<file path="src/rtl/dicke_sequencer.sv">
// Dicke-switch sequencer: drives the reference/antenna switch and integrates
// ADC samples per phase over NUM_PERIODS periods, with a valid/ready result.
module dicke_sequencer #(
    parameter int HALF_PERIOD  = 5000,
    parameter int BLANK_CYCLES = 500,
    parameter int NUM_PERIODS  = 100,
    parameter int SAMPLE_W     = 12,
    parameter int ACC_W        = 32
) (
    input  logic                clk,
    input  logic                clr,
    input  logic                enable,
    input  logic                sample_valid,
    input  logic [SAMPLE_W-1:0] sample_data,
    input  logic                result_ready,
    output logic                switch_pwm,
    output logic                busy,
    output logic                result_valid,
    output logic [ACC_W-1:0]    sum_ref,
    output logic [ACC_W-1:0]    sum_ant,
    output logic [ACC_W:0]      diff,
    output logic                sat,
    output logic                overrun
);
    localparam int PH_W = (HALF_PERIOD > 1) ? $clog2(HALF_PERIOD) : 1;
    localparam int PC_W = $clog2(NUM_PERIODS + 1);

    typedef enum logic {IDLE, RUN} state_t;

    state_t            state_q, state_d;
    logic [PH_W-1:0]   phase_cnt_q, phase_cnt_d;
    logic [PC_W-1:0]   period_cnt_q, period_cnt_d;
    logic              sw_q, sw_d;
    logic [ACC_W-1:0]  acc_ref_q, acc_ref_d, acc_ant_q, acc_ant_d;
    logic              res_valid_q, res_valid_d;
    logic [ACC_W-1:0]  sum_ref_q, sum_ref_d, sum_ant_q, sum_ant_d;
    logic [ACC_W:0]    diff_q, diff_d;
    logic              sat_q, sat_d, overrun_q, overrun_d;

    logic              run, blank, accept, last_cyc, eoi;
    logic [ACC_W:0]    ref_sum, ant_sum;
    logic [ACC_W-1:0]  acc_ref_n, acc_ant_n;

    generate
        if (BLANK_CYCLES == 0) begin : g_noblank
            assign blank = 1'b0;
        end else begin : g_blank
            assign blank = phase_cnt_q < PH_W'(BLANK_CYCLES);
        end
    endgenerate

    always_comb begin
        state_d      = state_q;
        phase_cnt_d  = phase_cnt_q;
        period_cnt_d = period_cnt_q;
        sw_d         = sw_q;
        acc_ref_d    = acc_ref_q;
        acc_ant_d    = acc_ant_q;
        res_valid_d  = res_valid_q;
        sum_ref_d    = sum_ref_q;
        sum_ant_d    = sum_ant_q;
        diff_d       = diff_q;
        sat_d        = sat_q;
        overrun_d    = overrun_q;

        run      = (state_q == RUN);
        accept   = run && !blank && sample_valid;
        last_cyc = run && (phase_cnt_q == PH_W'(HALF_PERIOD - 1));
        eoi      = last_cyc && !sw_q && (period_cnt_q == PC_W'(NUM_PERIODS - 1));

        // Saturating adds; acc_*_n include this cycle's sample so that the
        // end-of-integration cycle contributes to the result.
        ref_sum   = {1'b0, acc_ref_q} + (ACC_W + 1)'(sample_data);
        ant_sum   = {1'b0, acc_ant_q} + (ACC_W + 1)'(sample_data);
        acc_ref_n = acc_ref_q;
        acc_ant_n = acc_ant_q;
        if (accept && sw_q) begin
            acc_ref_n = ref_sum[ACC_W] ? '1 : ref_sum[ACC_W-1:0];
            if (ref_sum[ACC_W]) sat_d = 1'b1;
        end
        if (accept && !sw_q) begin
            acc_ant_n = ant_sum[ACC_W] ? '1 : ant_sum[ACC_W-1:0];
            if (ant_sum[ACC_W]) sat_d = 1'b1;
        end

        if (res_valid_q && result_ready) res_valid_d = 1'b0;
        if (eoi) begin
            if (!res_valid_q || result_ready) begin
                res_valid_d = 1'b1;
                sum_ref_d   = acc_ref_n;
                sum_ant_d   = acc_ant_n;
                diff_d      = {1'b0, acc_ant_n} - {1'b0, acc_ref_n};
            end else begin
                overrun_d = 1'b1;
            end
        end

        case (state_q)
            IDLE: begin
                phase_cnt_d  = '0;
                period_cnt_d = '0;
                acc_ref_d    = '0;
                acc_ant_d    = '0;
                sw_d         = 1'b0;
                if (enable) begin
                    state_d = RUN;
                    sw_d    = 1'b1;
                end
            end
            RUN: begin
                phase_cnt_d = last_cyc ? '0 : phase_cnt_q + PH_W'(1);
                sw_d        = last_cyc ? ~sw_q : sw_q;
                if (last_cyc && !sw_q) period_cnt_d = period_cnt_q + PC_W'(1);
                acc_ref_d = acc_ref_n;
                acc_ant_d = acc_ant_n;
                if (eoi) begin
                    period_cnt_d = '0;
                    acc_ref_d    = '0;
                    acc_ant_d    = '0;
                end
                if (!enable) begin
                    state_d      = IDLE;
                    sw_d         = 1'b0;
                    phase_cnt_d  = '0;
                    period_cnt_d = '0;
                    acc_ref_d    = '0;
                    acc_ant_d    = '0;
                end
            end
            default: state_d = IDLE;
        endcase
    end

    always_ff @(posedge clk) begin
        if (clr) begin
            state_q      <= IDLE;
            phase_cnt_q  <= '0;
            period_cnt_q <= '0;
            sw_q         <= 1'b0;
            acc_ref_q    <= '0;
            acc_ant_q    <= '0;
            res_valid_q  <= 1'b0;
            sum_ref_q    <= '0;
            sum_ant_q    <= '0;
            diff_q       <= '0;
            sat_q        <= 1'b0;
            overrun_q    <= 1'b0;
        end else begin
            state_q      <= state_d;
            phase_cnt_q  <= phase_cnt_d;
            period_cnt_q <= period_cnt_d;
            sw_q         <= sw_d;
            acc_ref_q    <= acc_ref_d;
            acc_ant_q    <= acc_ant_d;
            res_valid_q  <= res_valid_d;
            sum_ref_q    <= sum_ref_d;
            sum_ant_q    <= sum_ant_d;
            diff_q       <= diff_d;
            sat_q        <= sat_d;
            overrun_q    <= overrun_d;
        end
    end

    assign switch_pwm   = sw_q;
    assign busy         = (state_q == RUN);
    assign result_valid = res_valid_q;
    assign sum_ref      = sum_ref_q;
    assign sum_ant      = sum_ant_q;
    assign diff         = diff_q;
    assign sat          = sat_q;
    assign overrun      = overrun_q;
endmodule

</file>
<file path="config.mk">
export PLATFORM = sky130hd
export DESIGN_NAME = dicke_sequencer
export DESIGN_NICKNAME = d
export VERILOG_FILES = /design/src/rtl/dicke_sequencer.sv
export SDC_FILE = /design/constraint.sdc
export NUM_CORES = 1
export LEC_CHECK = 0
export ABC_AREA = 0
export CAP_MARGIN = 20
export CORE_ASPECT_RATIO = 0.75
export CORE_MARGIN = 5
export CORE_UTILIZATION = 57
export CTS_CLUSTER_DIAMETER = 150
export DETAILED_ROUTE_END_ITERATION = 10
export PLACE_DENSITY_LB_ADDON = 0.08
export SLEW_MARGIN = 10
export SYNTH_ARGS = -nofsm -noshare
export SYNTH_HDL_FRONTEND = slang
export SYNTH_SLANG_ARGS = --single-unit
</file>
<file path="constraint.sdc">
create_clock -name clk -period 8.9 [get_ports clk]
set_clock_uncertainty 0.15 [all_clocks]
set_input_delay 2.67 -clock clk [delete_from_list [all_inputs] [get_ports clk]]
set_output_delay 2.67 -clock clk [all_outputs]
set_load 0.1 [all_outputs]
</file>
# After elaboration in Yosys (flattened, before gate mapping)
# Index checks and enable logic that the tools add are counted.
[totals]
output_inout_bits = 102
reg_bits = 186
elab_cells = 67
[classes]
addsub = 5
n_bitwise = 3
magnitude_cmp = 1
eq_ne = 4
muxes = 28
n_reduce_logical = 14
[op_table]
columns = ["operator", "count"]
rows = [
  ["32-bit two-way mux", 8],
  ["32-bit one-hot mux with 2 select lines", 2],
  ["32-bit by 12-bit adder with 33-bit output", 2],
  ["32-bit by 32-bit subtractor with 33-bit output", 1],
  ["13-bit two-way mux", 2],
  ["13-bit one-hot mux with 2 select lines", 1],
  ["7-bit two-way mux", 3],
  ["7-bit one-hot mux with 2 select lines", 1],
  ["13-bit by 1-bit adder with 13-bit output, second input constant", 1],
  ["13-bit equality test, second input constant", 1],
  ["13-bit by 9-bit less-than comparator with 1-bit output, second input constant", 1],
  ["1-bit two-way mux", 10],
  ["1-bit logical AND", 8],
  ["7-bit by 1-bit adder with 7-bit output, second input constant", 1],
  ["7-bit equality test, second input constant", 1],
  ["4-bit by 2-bit != test with 1-bit output, second input constant", 1],
  ["2-bit AND reduction", 2],
  ["1-bit zero test", 3],
  ["3-bit by 2-bit != test with 1-bit output, second input constant", 1],
  ["1-bit NOT", 3],
  ["1-bit one-hot mux with 2 select lines", 1],
  ["1-bit logical OR", 1],
]

# Logic depth before layout (Yosys ltp)
# Gate-level depths: netlist of the first run.
[depth]
ltp_word = 9
mapped_depth = 21
mapped_depth_nobuf = 19

# Worst setup path before layout of the first run
# Ideal clock, no wire load.
[synth_path]
path_kind = "in2reg"
start = "in sample_data[0]"
end = "reg diff_q[31] (netlist: diff[31])"
path_buffers = 2
setup_time_ns = 0.127
path_stages = 18
slack_ns = 1.782
required_time_ns = 8.623
t_arrival_ns = 6.841
path_cell_list = "ha_1 -> fa_1 -> a21o_1 -> a21oi_1 -> nand4b_1 -> and4b_1 -> clkbuf_1 -> a211o_1 -> clkbuf_1 -> a31oi_1 -> ha_1 -> a2111o_1 -> o21ai_0 -> o21ai_1 -> a21oi_1 -> a32oi_1 -> o21a_1 -> or3_1"
[synth_between]
elab_chain_len = 4
[synth_rtl]
columns = ["item", "line", "text"]
rows = [
  ["start: declaration", "14", "input logic [SAMPLE_W-1:0] sample_data,"],
  ["32-bit by 12-bit adder with 33-bit output", "74", "ant_sum = {1'b0, acc_ant_q} + (ACC_W + 1)'(sample_data);"],
  ["32-bit two-way mux", "82", "acc_ant_n = ant_sum[ACC_W] ? '1 : ant_sum[ACC_W-1:0];"],
  ["32-bit two-way mux", "81", "if (accept && !sw_q) begin"],
  ["named net acc_ant_n[6]", "42", "logic [ACC_W-1:0] acc_ref_n, acc_ant_n;"],
  ["32-bit by 32-bit subtractor with 33-bit output", "92", "diff_d = {1'b0, acc_ant_n} - {1'b0, acc_ref_n};"],
  ["end signal: assignment", "158", "diff_q <= diff_d;"],
  ["end: declaration", "37", "logic [ACC_W:0] diff_q, diff_d;"],
]
# The timed path passes the listed nets, and every way through them passes these cells.
# A chain may end at the register's enable or synchronous reset.

# Final worst setup path of the first run
[layout_path]
start = "in sample_data[0]"
end = "reg diff_q[32] (netlist: diff[32])"
# Same word-level chain as after synthesis.

==> metrics.cfg, run 1 <==
[grt]
grt_remaining_overflow=0
grt_max_degree=83
grt.met2_usage_pct=38.6
grtUsageTotal_pct=27.9
top_usage_layer=met1
grt_util_met3_pct=8.37
globalRouteMet1Util_pct=42.1
grt_pass1_vias=8811
grt_pass1_wl_mm=47.8
antenna_found_initial=0

[timing]
fin_crit_ns=7.73
drv_slew=0
rsz0062_at_grt=no
finalHoldViolCount=0
worstMarginPinSlew_ns=1.01
holdWs_ns=0.306
slew_headroom_pct=32.7
setup-tns-final_ns=0
fin_crit_sh_pct=86.8
timing.fmax_mhz=129
setup_viol=0

[final_layout]
num-nets-final=1458
antenna_cells=0
layout-drive-gt1-share_pct=5.38
fill_cells=1526
synthToLayoutAreaGrowth_pct=18.1

[synthesis]
syn_area_um2=10400
synthCells=1299
synth_edf_count=0
synth_seq_cells=186
synth_nets=1377
ys.flop_type=dfxtp_1
ys_seq_area_share_pct=35.8
synth_area_per_cell_um2=8.00
synth_top_area_share_pct=35.8
ys_types=79
synth_area_leaders=dfxtp_1, ha_1, nor2_1
async_reset_ff_share_pct=0
yosys.area.top_type=dfxtp_1
yosys_warnings=0

[drt]
vias_per_cell=6.05
wl_mm=29.9
avgRoutedWirePerCell_um=18.3
routed-via-count=9895
drt_iter0_drc=1010
first_pass_iters=5
post-route-drc-count=0
ant_nets=0

[floorplanning]
die_height_um=127
die_x_um=166
io_pins=119
rows=42
dieArea_um2=21100
initial_core_util_pct=58.5
core_area_um2=17800

[cts]
cts_max_path_buffers=2
ctsResizeCount=0
h-tree-depth=4
clk_latency_ns=0.44
cts.sinks=186
cts_inserted_buffers=17
clk_pin_slew_ns=0.07
post-cts-setup-buffers=0
tritoncts=built
clockRootBuffer=clkbuf_16
holdBufCountCts=0

[worst_setup_path]
start_kind=primary input
critPathKind=primary input to flop
worst-path-max-fanout=10
cp.arrival_ns=7.89
critPathRequiredTime_ns=9.06
end_kind=flop

[power]
vdd_drop_max_uv=118
power.density_nw_per_um2=134
finalPower_mw=1.65
leakagePower_nw=4.92

[placed_design]
place_congestion=0.950
io_buffers=118
dp_hpwl_mm=22.3

[run]
drv_cap=0

[status]
status=finished clean

[worst_hold_path]
hold_class=flop to flop

==> Yosys cell counts, types with 9 or more instances <==
library cell,instances
a31oi_1,17
nor2_1,187
inv_1,42
a211oi_1,35
a21oi_1,97
o21ai_0,51
buf_2,15
dfxtp_1,186
and3_1,20
nor3b_1,15
ha_1,58
nor2b_1,19
nand3_1,45
a21o_1,26
nand4_1,17
o22ai_1,12
nor3_1,58
xor2_1,34
clkbuf_1,46
nand2_1,120
xnor2_1,35
a31o_2,9
a211o_1,10
==> layout make-up <==
class                   instances  area (um2)  area share [%]
clock inverters                14         153            1.24
inverters                      42         158            1.28
clock buffers                  18         439            3.58
repair buffers                129        1260            10.3
well taps                     242         303            2.47
multi-input cells            1004        6240            50.8
flip-flops and latches        186        3720            30.3
==> power by group <==
| group | leakage (nW) | switching (mW) | internal (mW) |
|---|---|---|---|
| clock | 0.287 | 0.362 | 0.406 |
| sequential | 1.50 | 0.000891 | 0.832 |
| combinational | 3.13 | 0.0333 | 0.0166 |
| total | 4.92 | 0.396 | 1.25 |
==> worst max-delay path, cell delays in order <==
cell and delay [ns]:
clkdlybuf4s50_1 0.45, ha_1 0.26, fa_1 0.41, a21o_1 0.19, a21oi_1 0.29, nand4b_1 0.19, and4b_1 0.41, a211oi_4 0.17
nor2b_1 0.20, buf_4 0.19, nor2_1 0.21, inv_1 0.09, ha_1 0.40, nand2_1 0.16, nor3_1 0.23, o2bb2ai_1 0.15
a211oi_1 0.08, a21oi_1 0.52, a31oi_1 0.17, nor4bb_1 0.31, o21ai_0 0.14
==> per-layer routing <==
metal | vias up | wire length (um)
met2 | 422 | 12000
met4 | 0 | 503
met5 | - | 0
li1 | 4816 | -
met1 | 4611 | 14300
met3 | 46 | 3080
==> placed cells by master (no fill, tap or decap), types with 20 or more instances in the layout <==
cell type / netlist / layout
nor2_1: 187 / 187
dfxtp_1: 186 / 186
nand2_1: 120 / 119
clkdlybuf4s50_1: 0 / 117
a21oi_1: 97 / 97
nor3_1: 58 / 58
ha_1: 58 / 58
o21ai_0: 51 / 51
nand3_1: 45 / 44
inv_1: 42 / 42
xnor2_1: 35 / 35
a211oi_1: 35 / 35
xor2_1: 34 / 34
a21o_1: 26 / 26
and3_1: 20 / 20
==> state kept, by name (all words and copies together) (netlist names) <==
signal        flops
diff             33
acc_ant_q        32
acc_ref_q        32
sum_ant          32
sum_ref          32
phase_cnt_q      13
period_cnt_q      7
busy              1
overrun           1
result_valid      1
sat               1
switch_pwm        1
==> kinds of logic (layout without fill, tap and decap cells) <==
logic type	after synthesis	count (layout)	share of synthesized area, %
buffers and inverters	109	203	4.24
adder cells (fa/ha/maj)	61	61	7.56
flip-flops	186	186	35.8
XOR/XNOR	69	69	5.81
multiplexers	6	6	0.590
AO/OA/AOI/OAI	324	324	20.7
AND/OR/NAND/NOR	544	544	25.3
==> path summary, 6_finish.rpt <==
check | slack [ns] | to | startpoint | depth (start not counted)
max | 1.17 | diff[32] | sample_data[0] | 21
min | 0.31 | sum_ant[9] | sum_ant[9] | 2
max reg2reg | 3.55 | diff[32] | acc_ref_q[0] | 19
min reg2reg | 0.31 | sum_ant[9] | sum_ant[9] | 2
==> metrics by stage <==
stage	utilization [%]	instance area (um2)	cells	setup WS, ns
global route	69.1	12300	1635	0.857
floorplan	-	10400	1299	1.78
global placement	65.8	11700	1603	0.886
detailed placement	65.8	11700	1603	0.826
finish	69.1	12300	1635	1.17
CTS	69.1	12300	1635	1.28
Note: power is estimated with default switching activity, not from simulation.
==> inputs of run 2 (changes only) <==
--- a/config.mk
+++ b/config.mk
@@ -10,7 +10,7 @@
 export CORE_ASPECT_RATIO = 0.75
 export CORE_MARGIN = 5
 export CORE_UTILIZATION = 57
-export CTS_CLUSTER_DIAMETER = 150
+export CTS_CLUSTER_DIAMETER = 200
 export DETAILED_ROUTE_END_ITERATION = 10
 export PLACE_DENSITY_LB_ADDON = 0.08
 export SLEW_MARGIN = 10
==> results of run 2 <==
Final layout, timing and power as in run 1 (identical DEF).
==> inputs of run 3 (changes only) <==
--- a/config.mk
+++ b/config.mk
@@ -9,7 +9,8 @@
 export CAP_MARGIN = 20
 export CORE_ASPECT_RATIO = 0.75
 export CORE_MARGIN = 5
-export CORE_UTILIZATION = 57
+export CORE_UTILIZATION = 59
+export CTS_BUF_LIST = sky130_fd_sc_hd__clkbuf_8
 export CTS_CLUSTER_DIAMETER = 200
 export DETAILED_ROUTE_END_ITERATION = 10
 export PLACE_DENSITY_LB_ADDON = 0.08
==> metrics.cfg, run 3 (same netlist as run 1, synthesis figures left out) <==
[timing]
setup-tns-final_ns=0
holdWs_ns=0.308
setup_viol=0
fin_crit_sh_pct=87.8
finalHoldViolCount=0
rsz0062_at_grt=no
fin_crit_ns=7.81
setup_ws_ns=1.09
slew_headroom_pct=32.6
drv_slew=0
worstMarginPinSlew_ns=1.01
timing.fmax_mhz=128

[final_layout]
most-common-layout-cells=nor2_1, dfxtp_1, nand2_1
fill_cells=1518
finish.utilization_pct=69.2
final_common_cell=nor2_1
final_area_um2=12100
multiInputGateArea_um2=6240
finalNonFillerCells=1633
antenna_cells=0
largest_reg_flops=33
synthToLayoutAreaGrowth_pct=16.5
num-nets-final=1457
layout-drive-gt1-share_pct=5.18
seqCellArea_um2=3720

[cts]
clk_pin_slew_ns=0.09
ctsResizeCount=0
cts_max_path_buffers=2
post-cts-setup-buffers=0
holdBufCountCts=0
tritoncts=built
cts.sinks=186
cts_inserted_buffers=17
clk_latency_ns=0.48
clockRootBuffer=clkbuf_8
h-tree-depth=4

[floorplanning]
dieArea_um2=20400
io_pins=119
die_x_um=163
rows=42
initial_core_util_pct=59.4
core_area_um2=17500
die_height_um=125

[grt]
antenna_found_initial=1
grt_remaining_overflow=0
grtUsageTotal_pct=28.5
grt_pass1_wl_mm=47.2
grt_pass1_vias=8736
grt_max_degree=84

[worst_setup_path]
start_kind=primary input
ff2ff_setup_slack_ns=3.46
reg2reg_depth=18
end_kind=flop
r2r-end=diff[31]
critPathKind=primary input to flop
worst-path-max-fanout=11
critPathRequiredTime_ns=9.10
r2r_start=acc_ant_q[0]
cp.arrival_ns=8.02

[power]
power.density_nw_per_um2=124
leakagePower_nw=4.85
vdd_drop_max_uv=102
finalPower_mw=1.50

[drt]
routed-via-count=9787
vias_per_cell=5.99
first_pass_iters=5
wl_mm=29.3
ant_nets=0
drt_iter0_drc=791
post-route-drc-count=0
avgRoutedWirePerCell_um=17.9

[worst_hold_path]
hold_class=flop to flop
min-delay-start=sum_ant[9]
hold_depth=2
hold_end=sum_ant[9]

[placed_design]
io_buffers=118
place_congestion=1.00
post-place-ws_ns=0.663
dpl_cell_area_um2=11700
dp_cells=1602
dp_hpwl_mm=21.5

[run]
drv_cap=0

[status]
status=finished clean

==> run 3: where the power goes <==
part | switching, mW | internal [mW]
clock network | 0.314 | 0.307
logic | 0.0336 | 0.0167
registers | 0.000979 | 0.832
==> run 3: final cells by class <==
cell class / count / area share [%]
multi-input cells: 1004 / 51.6
flip-flops and latches: 186 / 30.8
clock buffers: 17 / 1.93
well taps: 242 / 2.50
repair buffers: 128 / 10.4
inverters: 42 / 1.30
clock inverters: 14 / 1.59
==> run 3: worst max path at each step <==
stage / cells past startpoint / start / to / slack [ns]
floorplan: 18 / sample_data[0] / diff[31] / 1.78
global placement: 19 / sample_data[0] / diff[31] / 0.77
detailed placement: 19 / sample_data[0] / diff[31] / 0.66
CTS: 19 / sample_data[0] / diff[31] / 1.14
global route: 19 / sample_data[0] / diff[31] / 0.70
finish: 19 / sample_data[0] / diff[31] / 1.09
==> run 3: critical path, cell delays in order <==
cell,delay [ns]
clkdlybuf4s50_1,0.45
ha_1,0.27
fa_1,0.41
a21o_1,0.19
a21oi_1,0.32
nand4b_1,0.18
and4b_1,0.42
a211oi_4,0.17
nor2b_1,0.33
a211oi_1,0.39
inv_1,0.10
ha_1,0.39
nand2_1,0.12
or4_1,0.44
o21ai_1,0.28
a21oi_1,0.11
a32oi_1,0.35
nor4b_1,0.09
or3_1,0.34
==> run 3: per-layer routing <==
layer  global-route usage [%]  up-vias  share of wire [%]
met5                        0        -              0.044
met2                     39.2      379                 40
met3                     8.36       41                9.5
li1                         -     4814                  -
met1                     43.8     4551                 49
met4                     6.56        2                1.4
